### src/rtl/cra_seq.sv
// cra_seq: microsequencer next-address unit with subroutine stack (CRA_STACK_TRAP_EN vectors stack faults to TRAP_ADDR)
module cra_seq #(
  parameter int ADDR_W = 12,
  parameter int STACK_DEPTH = 16,
  parameter int NCOND = 64,
  parameter int DRAMJ_W = 10,
  parameter logic [ADDR_W-1:0] FORCE_ADDR = 12'o1777,
  parameter logic [ADDR_W-1:0] TRAP_ADDR = 12'o0017
) (
  input  logic                         clk,
  input  logic                         reset,
  input  logic                         advance,
  input  logic                         force1777,
  input  logic [ADDR_W-1:0]            J,
  input  logic [$clog2(NCOND)-1:0]     SKIP,
  input  logic [NCOND-1:0]             condIn,
  input  logic [4:0]                   DISP,
  input  logic                         CALL,
  input  logic [DRAMJ_W-1:0]           DRAM_J,
  input  logic [2:0]                   DRAM_A,
  input  logic [2:0]                   DRAM_B,
  input  logic [3:0]                   dispIn,
  input  logic                         MULdone,
  output logic [ADDR_W-1:0]            CRADR,
  output logic [$clog2(STACK_DEPTH):0] stackLevel,
  output logic                         stackOvf,
  output logic                         stackUnf
);
  localparam int PW = $clog2(STACK_DEPTH);
  localparam logic [PW:0] FULL = (PW+1)'(STACK_DEPTH);
  logic [ADDR_W-1:0] stack [STACK_DEPTH];
  logic [PW-1:0] sp, sp_pop, sp_nxt;
  logic [PW:0] lvl_pop, lvl_nxt;
  logic [ADDR_W-1:0] pop_val, base, calc, nxt;
  logic hold, act, do_pop, do_push, unf, ovf, skip;
  always_comb begin
    hold = DISP == 5'd6 && !MULdone;
    act = advance && !force1777 && !hold;
    do_pop = act && DISP == 5'd1;
    do_push = act && CALL;
    unf = do_pop && stackLevel == '0;
    pop_val = stackLevel == '0 ? '0 : stack[sp - 1'b1];
    lvl_pop = do_pop && !unf ? stackLevel - 1'b1 : stackLevel;
    sp_pop = do_pop && !unf ? sp - 1'b1 : sp;
    ovf = do_push && lvl_pop == FULL;
    lvl_nxt = do_push && !ovf ? lvl_pop + 1'b1 : lvl_pop;
    sp_nxt = do_push ? sp_pop + 1'b1 : sp_pop;
    base = DISP == 5'd1 ? pop_val | ADDR_W'(J[3:0])
         : DISP == 5'd2 ? ADDR_W'(DRAM_J)
         : DISP == 5'd3 ? J | ADDR_W'(DRAM_A)
         : DISP == 5'd4 ? J | ADDR_W'(DRAM_B)
         : DISP == 5'd5 ? J | ADDR_W'(dispIn)
         : hold ? CRADR : J;
    skip = !hold && SKIP != '0 && condIn[SKIP];
    calc = skip ? base | ADDR_W'(1) : base;
`ifdef CRA_STACK_TRAP_EN
    nxt = force1777 ? FORCE_ADDR : (ovf || unf) ? TRAP_ADDR : calc;
`else
    nxt = force1777 ? FORCE_ADDR : calc;
`endif
  end
  always_ff @(posedge clk) begin
    if (reset) begin
      CRADR <= '0;
      sp <= '0;
      stackLevel <= '0;
      stackOvf <= 1'b0;
      stackUnf <= 1'b0;
    end else if (advance) begin
      CRADR <= nxt;
      sp <= sp_nxt;
      stackLevel <= lvl_nxt;
      stackOvf <= stackOvf | ovf;
      stackUnf <= stackUnf | unf;
    end
  end
  always_ff @(posedge clk) begin
    if (!reset && do_push) stack[sp_pop] <= CRADR;
  end
endmodule

### config.mk
export PLATFORM = sky130hd
export DESIGN_NAME = cra_seq
export DESIGN_NICKNAME = d
export VERILOG_FILES = /design/src/rtl/cra_seq.sv
export SDC_FILE = /design/constraint.sdc
export NUM_CORES = 1
export LEC_CHECK = 0
export CAP_MARGIN = 25
export CORE_AREA = 2 2 160 162
export CTS_BUF_LIST = sky130_fd_sc_hd__clkbuf_2 sky130_fd_sc_hd__clkbuf_4 sky130_fd_sc_hd__clkbuf_8
export DETAILED_ROUTE_END_ITERATION = 8
export DIE_AREA = 0 0 162 164
export PLACE_DENSITY = 0.62
export SLEW_MARGIN = 25
export SYNTH_ARGS = -nofsm -noshare
export SYNTH_HDL_FRONTEND = slang
export SYNTH_SLANG_ARGS = --single-unit
export TNS_END_PERCENT = 5
### constraint.sdc
create_clock -name clk -period 6.48 [get_ports clk]
set_input_delay 1.296 -clock clk [delete_from_list [all_inputs] [get_ports clk]]
set_output_delay 1.296 -clock clk [all_outputs]
set_load 0.02 [all_outputs]
After elaboration in Yosys (flattened, before gate mapping):

Memory sizes are Yosys's and may differ from the RTL's.
Index checks and enable logic that the tools add are counted.

* register bits after elaboration: 23
* bits in writable memories: 192
* input bits: 113
* output and inout bits: 19
* word-level logic and storage cells: 64
* memories: 1

* add/sub/neg operators: 4
* order comparisons: 1
* eq/ne operators: 8
* mux-type cells: 17
* bitwise gates (word level): 6
* reductions and logical operators: 21

Memory list
* stack: depth 16, width 12, read ports 1, clocked after memory_dff 0, wr ports 1, line 31 `logic [ADDR_W-1:0] stack [STACK_DEPTH];`

Operator list (count)
* two-way mux 12 bit: 8
* bitwise OR 12 x 3 -> 12 bit: 2
* bitwise OR 12 x 4 -> 12 bit: 2
* == test 5 x 3 -> 1 bit (second input constant): 3
* logical AND 1 bit: 12
* == test 5 x 2 -> 1 bit (second input constant): 2
* two-way mux 5 bit: 2
* two-way mux 4 bit: 2
* != test 8 x 2 -> 1 bit (second input constant): 1
* less-than comparator 6 x 7 -> 1 bit (second input constant): 1
* binary-select mux 1 bit (select 6 bit): 1
* zero test 1 bit: 6
* nonzero test 6 bit: 1
* adder 5 x 1 -> 5 bit (second input constant): 1
* == test 5 x 1 -> 1 bit (second input constant): 1
* == test 5 bit (second input constant): 1
* zero test 5 bit: 1
* subtractor 5 x 1 -> 5 bit (second input constant): 1
* adder 4 x 1 -> 4 bit (second input constant): 1
* two-way mux 1 bit: 4
* subtractor 4 x 1 -> 4 bit (second input constant): 1
* bitwise OR 1 bit: 2
* AND reduction 2 bit: 1

Logic depth before layout (Yosys ltp):

Gate-level depths: netlist of run 1.

* depth in word-level cells: 14
* gate-level depth with buffers: 12
* gate-level depth less buffers: 9

Worst setup path after synthesis of run 1:

No wires, ideal clock.

* path kind: input to register
* start point: input port DISP[4]
* end point: memory stack[3][0] (enable)
* library setup time: 0.380 ns
* arrival time: 3.202 ns
* required time: 6.100 ns
* slack: 2.898 ns
* cell stages on the path: 7
* path buffers: 1
* cells stage by stage: nor4_4 nand4_4 buf_6 xnor2_1 ha_1 nand2_1 nor2_1

* cells in the longest elaborated chain, start to end: 9
* elaborated cells between the ends (all ways): 14
* those cells by class: 2 x eq/ne; 3 x mux; 9 x reduce/logical

Ends and longest elaborated chain
* from (decl): line 17 `input logic [4:0] DISP,`
* == test 5 x 3 -> 1 bit: line 37 `hold = DISP == 5'd6 && !MULdone;`
* logical AND 1 bit: line 37
* zero test 1 bit: line 38 `act = advance && !force1777 && !hold;`
* logical AND 1 bit: line 38
* logical AND 1 bit: line 39 `do_pop = act && DISP == 5'd1;`
* logical AND 1 bit: line 41 `unf = do_pop && stackLevel == '0;`
* zero test 1 bit: line 44 `sp_pop = do_pop && !unf ? sp - 1'b1 : sp;`
* logical AND 1 bit: line 44
* two-way mux 4 bit: line 44
* to (decl): line 31

Several ways; a longest one is shown, not always the timed one.

Final worst setup path of run 1:

* start point: input port DISP[4]
* end point: memory stack[13][6] (enable)

Same word-level chain as after synthesis.

==> results of run 1 <==
-- cells by family (layout without fill, tap and decap cells) --
kind of cell             Yosys count  in the layout  share of synthesized area
flip-flops                       215            215                      0.638
XOR/XNOR                           8              8                    0.00937
AO/OA/AOI/OAI                     59             59                     0.0435
multiplexers                     100            100                      0.207
adder cells (fa/ha/maj)            7              7                    0.00898
buffers and inverters             40            223                     0.0216
AND/OR/NAND/NOR                  125            125                     0.0713
-- metrics by stage --
step / area (um^2) / cells / total power, mW / util / setup WS (ps)
5_1_grt: 12200 / 1067 / 3.15 / 0.491 / 2140
3_3_place_gp: 11400 / 997 / 1.88 / 0.459 / 1770
2_1_floorplan: 9750 / 554 / 1.73 / - / 2900
3_5_place_dp: 11400 / 1003 / 1.88 / 0.461 / 1680
6_report: 12200 / 1067 / 3.04 / 0.491 / 2360
4_1_cts: 12200 / 1067 / 3.07 / 0.490 / 2190
-- critical path: cells and delay by family --
family	cells	cell delay (ps)
adder cells (fa/ha/maj)	1	220
AND/OR/NAND/NOR	4	1500
XOR/XNOR	1	480
buffers and inverters	2	820
-- placed cells by master, fill, tap and decap left out, drive strengths merged, types with 4 or more instances in the layout --
master         netlist  layout
edfxtp             192     192
clkdlybuf4s50        0     131
mux4                76      76
clkbuf              12      51
nor2                45      45
dfxtp               23      23
nand2               19      19
nor3                19      19
buf                 18      18
mux2i               14      14
a21oi               11      11
clkinv               0      11
inv                 10      10
mux2                10      10
ha                   7       7
nor2b                6       6
xnor2                6       6
a221oi               6       6
o22ai                6       6
o21ai                5       5
nand3                4       4
nor4                 4       4
nand4                4       4
or4                  4       4
-- per-layer routing --
| metal | vias to the layer above | wire length (um) | share of wire |
|---|---|---|---|
| met2 | 282 | 12200 | 0.49 |
| met4 | 0 | 322 | 0.013 |
| li1 | 2619 | - | - |
| met1 | 3065 | 10500 | 0.42 |
| met3 | 26 | 1990 | 0.079 |
| met5 | - | 0 | 0 |
-- worst paths after layout --
path	from	endpoint	slack, ps	cells past startpoint
worst min register to register	stackUnf$_SDFFE_PP0P_	stackUnf$_SDFFE_PP0P_	470	2
worst max-delay path	DISP[4]	stack[13][6]$_DFFE_PP_	2360	8
worst max register to register	stackLevel[0]$_SDFFE_PP0P_	stack[13][6]$_DFFE_PP_	3090	9
worst min-delay path	stackUnf$_SDFFE_PP0P_	stackUnf$_SDFFE_PP0P_	470	2
-- power by group through the flow --
stage	Combinational (mW)	Clock (mW)	Sequential [mW]
floorplan	0.150	0	1.58
global placement	0.297	0	1.58
detailed placement	0.302	0	1.58
CTS	0.304	1.21	1.55
global route	0.320	1.28	1.55
finish	0.302	1.19	1.55
-- state kept, by name (all words and copies together), names as in the netlist --
register and count:
stackUnf 1, CRADR 12, stack 192, stackLevel 5, stackOvf 1, sp 4
-- layout make-up --
class,instances,area [um^2]
multi-input cells,299,3350
well taps,330,413
fillers,2087,12600
clock buffers,51,614
clock inverters,13,104
flip-flops and latches,215,6230
inverters,10,37.5
repair buffers,149,1450
==> flow_summary.rst, run 1 <==
.. list-table::
   :header-rows: 1

   * - Metric
     - Value
   * - Outcome
     - finished, final reports clean
   * - Worst-Margin Slew
     - 983 ps
   * - Pin count of the biggest net entering global routing
     - between 50 and 60
   * - DIE AREA
     - 26600 um^2
   * - CP max-delay cell
     - clkdlybuf4s50_1
   * - Number of enable-type register cells in the synthesized netlist
     - 192
   * - Die Height
     - about 160 um
   * - Drt wl/cell
     - 23.5 um
   * - Die Span X
     - 162 um
   * - Final setup skew
     - 22.1 ps
   * - Total clock sinks
     - 215
   * - Sequence of cells on the critical path
     - clkdlybuf4s50_1, nor4_4, nand4_4, xnor2_1, ha_1, nand2_1, nor2_1, buf_4
   * - Static leakage
     - 3.97 nW
   * - Worst voltage drop across the vdd grid
     - approximately 0.11 mV
   * - Net Count, Synth
     - 674
   * - Fin. Hold Viols
     - 0
   * - Highest clock rate
     - approximately 240 MHz
   * - Cell at the root of the clock tree
     - clkbuf_8
   * - Pwr Density
     - 250 nW/um^2
   * - Number of placement rows
     - 58
   * - Final period util
     - 0.637
   * - Dominant register cell in the synthesized netlist
     - edfxtp_1
   * - GRT met1 Usage
     - 0.256
   * - Detail-routed via count per cell
     - about 5.6
   * - Num ports
     - 132
   * - Synthesized area per cell
     - 17.6 um^2
   * - Top cell types by occurrence after synthesis
     - edfxtp_1, mux4_2, nor2_1
   * - Buffers inserted by post-CTS timing repair
     - 0
   * - Final setup TNS
     - 0 ps
   * - Worst path max stage delay
     - 530 ps
   * - Clk slew on worst S/H paths
     - 60 ps
   * - Type of the most critical hold path
     - reg2reg
   * - Cell type with the highest aggregate area in the netlist
     - edfxtp_1
   * - Count of different cell masters after synthesis
     - 67
   * - Router iterations before antenna repair
     - 5
   * - Switching Fraction
     - 0.218
   * - Starting Density
     - 0.393
   * - Clock tree buffer depth
     - 3
   * - Min cycle time layout
     - 4120 ps
   * - Post-detailed-route DRC marker count
     - 0
   * - Number of warnings issued by yosys
     - 0
   * - Worst Path Arrival
     - 4330 ps
   * - Gr busiest metal
     - met2
   * - Total gr overflow
     - 0
   * - Fin nets
     - 831
   * - Initial antenna violation count
     - 0
   * - Top cells by area in the synthesized netlist
     - edfxtp_1, mux4_2, dfxtp_1, mux4_1, nor2_1
   * - Cell Int Power
     - between 2 and 2.5 mW
   * - Critical path capture point type
     - flop
   * - RSZ-0062 raised after global routing
     - false
   * - Sequential power share
     - 0.510
   * - Number of global-route vias before repair
     - 6151
   * - Number of hold buffers added after cts
     - 0
   * - Library cell with the highest instance count after synthesis
     - edfxtp_1
   * - Global-route wire length before repair
     - 37500 um
   * - Async SR Flop Fraction
     - 0
   * - Clk_lat worst skew
     - 510 ps
   * - Register bit count reported by yosys
     - 215
   * - Part of the total power dissipated in combinational logic
     - 0.099
   * - Seq/Total Area, Yosys
     - 0.638
   * - Switching component of the power
     - 0.664 mW
   * - Core box area
     - 24800 um^2
   * - CTS Buf Count
     - 36
   * - Share of final-layout standard cells stronger than drive strength 1
     - 0.235
   * - Cell count after synthesis
     - 554
   * - Crit Path Category
     - in2reg
   * - Quantity of I/O buffers inserted on ports
     - between 100 and 150
   * - Maximum level of the CTS H-tree
     - 2
   * - Total Routing Usage GR
     - 0.190
   * - Resized cells post-CTS
     - 0
   * - Worst hold-check slack
     - 473 ps
   * - Proportion of netlist area held by the largest area contributor
     - 0.591
   * - Area of the mapped netlist
     - 9750 um^2
   * - Number of antenna cells inserted
     - 0
   * - Post-route ant nets
     - 0
   * - Placed wire-length estimate
     - 17300 um
   * - GPL Wtd Cong
     - 0.899
   * - Routing usage on met3
     - 0.0389
   * - Tightest slew margin relative to the limit
     - 0.341
   * - Final number of max-transition violations
     - 0
   * - Final WL
     - 25100 um
   * - Total via count after detailed routing
     - ~6000
   * - Area overhead of the layout relative to synthesis
     - 25.0%
   * - TritonCTS clock tree
     - built
   * - Met2 usage
     - 0.319
   * - Initial drt markers
     - 547
   * - Clock network power share
     - 0.391
   * - Worst setup SP type
     - input pin
   * - Maximum net fanout on the critical path
     - 14
   * - Total setup violations reported at the end of the flow
     - 0
   * - Worst Path Required
     - 6690 ps
   * - Max-cap viol count
     - 0
No activity file was read; power rests on OpenSTA's default activity.
==> run 2, diff against run 1 <==
- clock period: 6.48 -> 4.2 ns (I/O delays scaled with it)
==> run 2 against run 1 <==
Effect of this change:
- core utilization is 0.35 points higher
- critical path type unchanged
- clock-buffer cell count fell by 1
- largest power group unchanged
- routed wire length rose by 2.4%
- flip-flop and latch count stayed put
==> flow_summary.rst, run 2 (synthesis gave the netlist of run 1 again) <==
.. list-table::
   :header-rows: 1

   * - Metric
     - Value
   * - Maximum net fanout on the critical path
     - 12 (-2)
   * - GPL Wtd Cong
     - 0.883 (-1.8%)
   * - Worst-Margin Slew
     - 966 ps (-16.9 ps)
   * - Total clock sinks
     - 215 (unchanged)
   * - Highest clock rate
     - 315 MHz
   * - Worst Path Arrival
     - 3300 ps (-1030 ps)
   * - Outcome
     - finished, final reports clean
   * - Number of placement rows
     - 58 (unchanged)
   * - Final WL
     - 25700 um (+2.4%)
   * - CTS Buf Count
     - 35 (-2.8%)
   * - Min-Delay Startpoint
     - stackUnf$_SDFFE_PP0P_
   * - Largest register FFs
     - 192 (unchanged)
   * - Initial antenna violation count
     - 2 (+2)
   * - Initial drt markers
     - 494 (-9.7%)
   * - Pwr Density
     - 377 nW/um^2 (+51%)
   * - Static leakage
     - 4.04 nW (+1.9%)
   * - Fin. Hold Viols
     - 0 (unchanged)
   * - Total instance count after detailed placement
     - 1020 (+1.7%)
   * - Total via count after detailed routing
     - 6029 (+0.62%)
   * - RSZ-0062 raised after global routing
     - false
   * - Total gr overflow
     - 0 (unchanged)
   * - Final period util
     - 0.755
   * - Worst Path Required
     - 4330 ps (-2360 ps)
   * - Min cycle time layout
     - roughly 3200 ps
   * - Maximum level of the CTS H-tree
     - 2 (unchanged)
   * - Critical path capture point type
     - flop
   * - Clk slew on worst S/H paths
     - 60 ps (about the same)
   * - Number of global-route vias before repair
     - 6350 (+3.2%)
   * - Global-route wire length before repair
     - 38800 um (+3.6%)
   * - Detail-routed via count per cell
     - 5.57 (-0.78%)
   * - Worst setup SP type
     - input pin
   * - Share of final-layout standard cells stronger than drive strength 1
     - 0.254 (+0.0196)
   * - Filler Cell Count
     - 2092 (+0.24%)
   * - Quantity of I/O buffers inserted on ports
     - 131 (unchanged)
   * - Top reg by flops
     - stack
   * - Final setup skew
     - 17.4 ps (-4.70 ps)
   * - Most frequent standard cell in the layout excluding fill and tap cells
     - edfxtp_1
   * - Leading cell types in the layout, fill and taps excluded
     - edfxtp_1, clkdlybuf4s50_1, mux4_2, clkbuf_8, nor2_1
   * - Buffers inserted by post-CTS timing repair
     - 0 (unchanged)
   * - Num ports
     - 132 (unchanged)
   * - Post-detailed-route DRC marker count
     - 0 (unchanged)
   * - Post-layout instance count excluding filler cells
     - 1082 (+1.4%)
   * - Drt wl/cell
     - 23.7 um (+1.0%)
   * - Clk_lat worst skew
     - 510 ps (about the same)
   * - Starting Density
     - 0.393 (unchanged)
   * - Worst r2r path cells
     - 8 (-1)
   * - Crit Reg-Reg Endpoint
     - stack[14][3]$_DFFE_PP_
   * - Crit Path Category
     - in2reg
   * - Min-Delay Path Depth
     - 2 (unchanged)
   * - Final Core Density
     - 0.495 (+0.00353)
   * - Number of hold buffers added after cts
     - 0 (unchanged)
   * - Type of the most critical hold path
     - reg2reg
   * - Resized cells post-CTS
     - 0 (unchanged)
   * - Die Height
     - 164 um (unchanged)
   * - Pin count of the biggest net entering global routing
     - 51 (unchanged)
   * - Worst voltage drop across the vdd grid
     - 0.211 mV (+85%)
   * - Die Span X
     - 162 um (unchanged)
   * - Tightest slew margin relative to the limit
     - 0.356 (+0.0156)
   * - Area overhead of the layout relative to synthesis
     - 25.9%
   * - R2R setup slack
     - 1050 ps (-2040 ps)
   * - Max-cap viol count
     - 0 (unchanged)
   * - Reg-to-Reg Start
     - stackLevel[0]$_SDFFE_PP0P_
   * - Hold-critical path endpoint
     - stackUnf$_SDFFE_PP0P_
   * - Fin nets
     - 847 (+1.9%)
   * - Leading registers by flop count
     - stack: 192 flops, CRADR: 12 flops, stackLevel: 5 flops
   * - Clock tree buffer depth
     - 3 (unchanged)
   * - Total setup violations reported at the end of the flow
     - 0 (unchanged)
   * - Total Routing Usage GR
     - 0.197 (+0.00708)
   * - Final number of max-transition violations
     - 0 (unchanged)
   * - Core box area
     - 24800 um^2 (unchanged)
   * - Placed wire-length estimate
     - 17600 um (+1.9%)
   * - DIE AREA
     - 26600 um^2 (unchanged)
   * - Final setup TNS
     - 0 ps (unchanged)
   * - Post-route ant nets
     - 0 (unchanged)
   * - Cell at the root of the clock tree
     - clkbuf_8
   * - Router iterations before antenna repair
     - 5 (unchanged)
   * - TritonCTS clock tree
     - built
[run 2: changes by cell type in the layout (fill, tap and decap cells not counted), moves of 2 or more]
| cell | before | now |
|---|---|---|
| clkbuf_4 | 14 | 9 |
| nor2_2 | 11 | 8 |
| clkinv_1 | 9 | 2 |
| bufinv_16 | 2 | 0 |
| nor2_1 | 33 | 36 |
| buf_4 | 17 | 35 |
| clkbuf_8 | 37 | 41 |
| clkinv_2 | 2 | 8 |
[run 2: worst max path at each step]
stage	start	end	slack [ps]	cells after the start
after floorplan	DISP[4]	stack[3][0]$_DFFE_PP_	1070	7
after global placement	DISP[4]	stack[10][0]$_DFFE_PP_	360	7
after detailed placement	DISP[4]	stack[2][0]$_DFFE_PP_	200	7
after CTS	DISP[4]	stack[2][8]$_DFFE_PP_	740	7
after global routing	DISP[4]	stack[12][2]$_DFFE_PP_	860	8
final	DISP[4]	stack[14][3]$_DFFE_PP_	1030	7
[run 2: critical path, cell delays in order]
cell and delay (ps):
clkdlybuf4s50_1 530, nor4_4 400, nand4_4 230, mux2i_1 330
ha_1 210, nand2_1 160, nor2_2 600
[run 2: layout make-up]
type / count / area, um^2 / share of cell area
clock buffer: 50 / 632 / 0.0515
clock inverter: 11 / 55.1 / 0.00448
sequential: 215 / 6230 / 0.507
inverter: 10 / 37.5 / 0.00306
timing repair buffer: 166 / 1570 / 0.128
multi-input combinational: 299 / 3340 / 0.272
antenna: 1 / 2.50 / 0.000204
tap: 330 / 413 / 0.0336
[run 2: per-layer routing]
| layer | global-route usage | vias up | part of all wire | wire length, um |
|---|---|---|---|---|
| met3 | 0.0535 | 49 | 0.079 | 2030 |
| met5 | 0 | - | 0.00051 | 13 |
| met2 | 0.311 | 237 | 0.47 | 12000 |
| li1 | - | 2652 | - | - |
| met1 | 0.261 | 3089 | 0.42 | 10700 |
| met4 | 0.0788 | 2 | 0.033 | 854 |
[run 2: power by group]
group | internal (mW) | switching, mW
combinational | 0.264 | 0.236
clock | 0.971 | 0.787
sequential | 2.35 | 0.0141
total | 3.59 | 1.04
[run 2: per-stage QoR]
stage	power (mW)	hold WS [ps]	worst slack [ps]	instance area, um^2
after floorplan	2.67	555	1070	9750
after CTS	4.67	483	736	12300
final	4.62	477	1030	12300
after global routing	4.80	536	863	12300
after detailed placement	2.92	468	204	11600
after global placement	2.91	471	356	11600
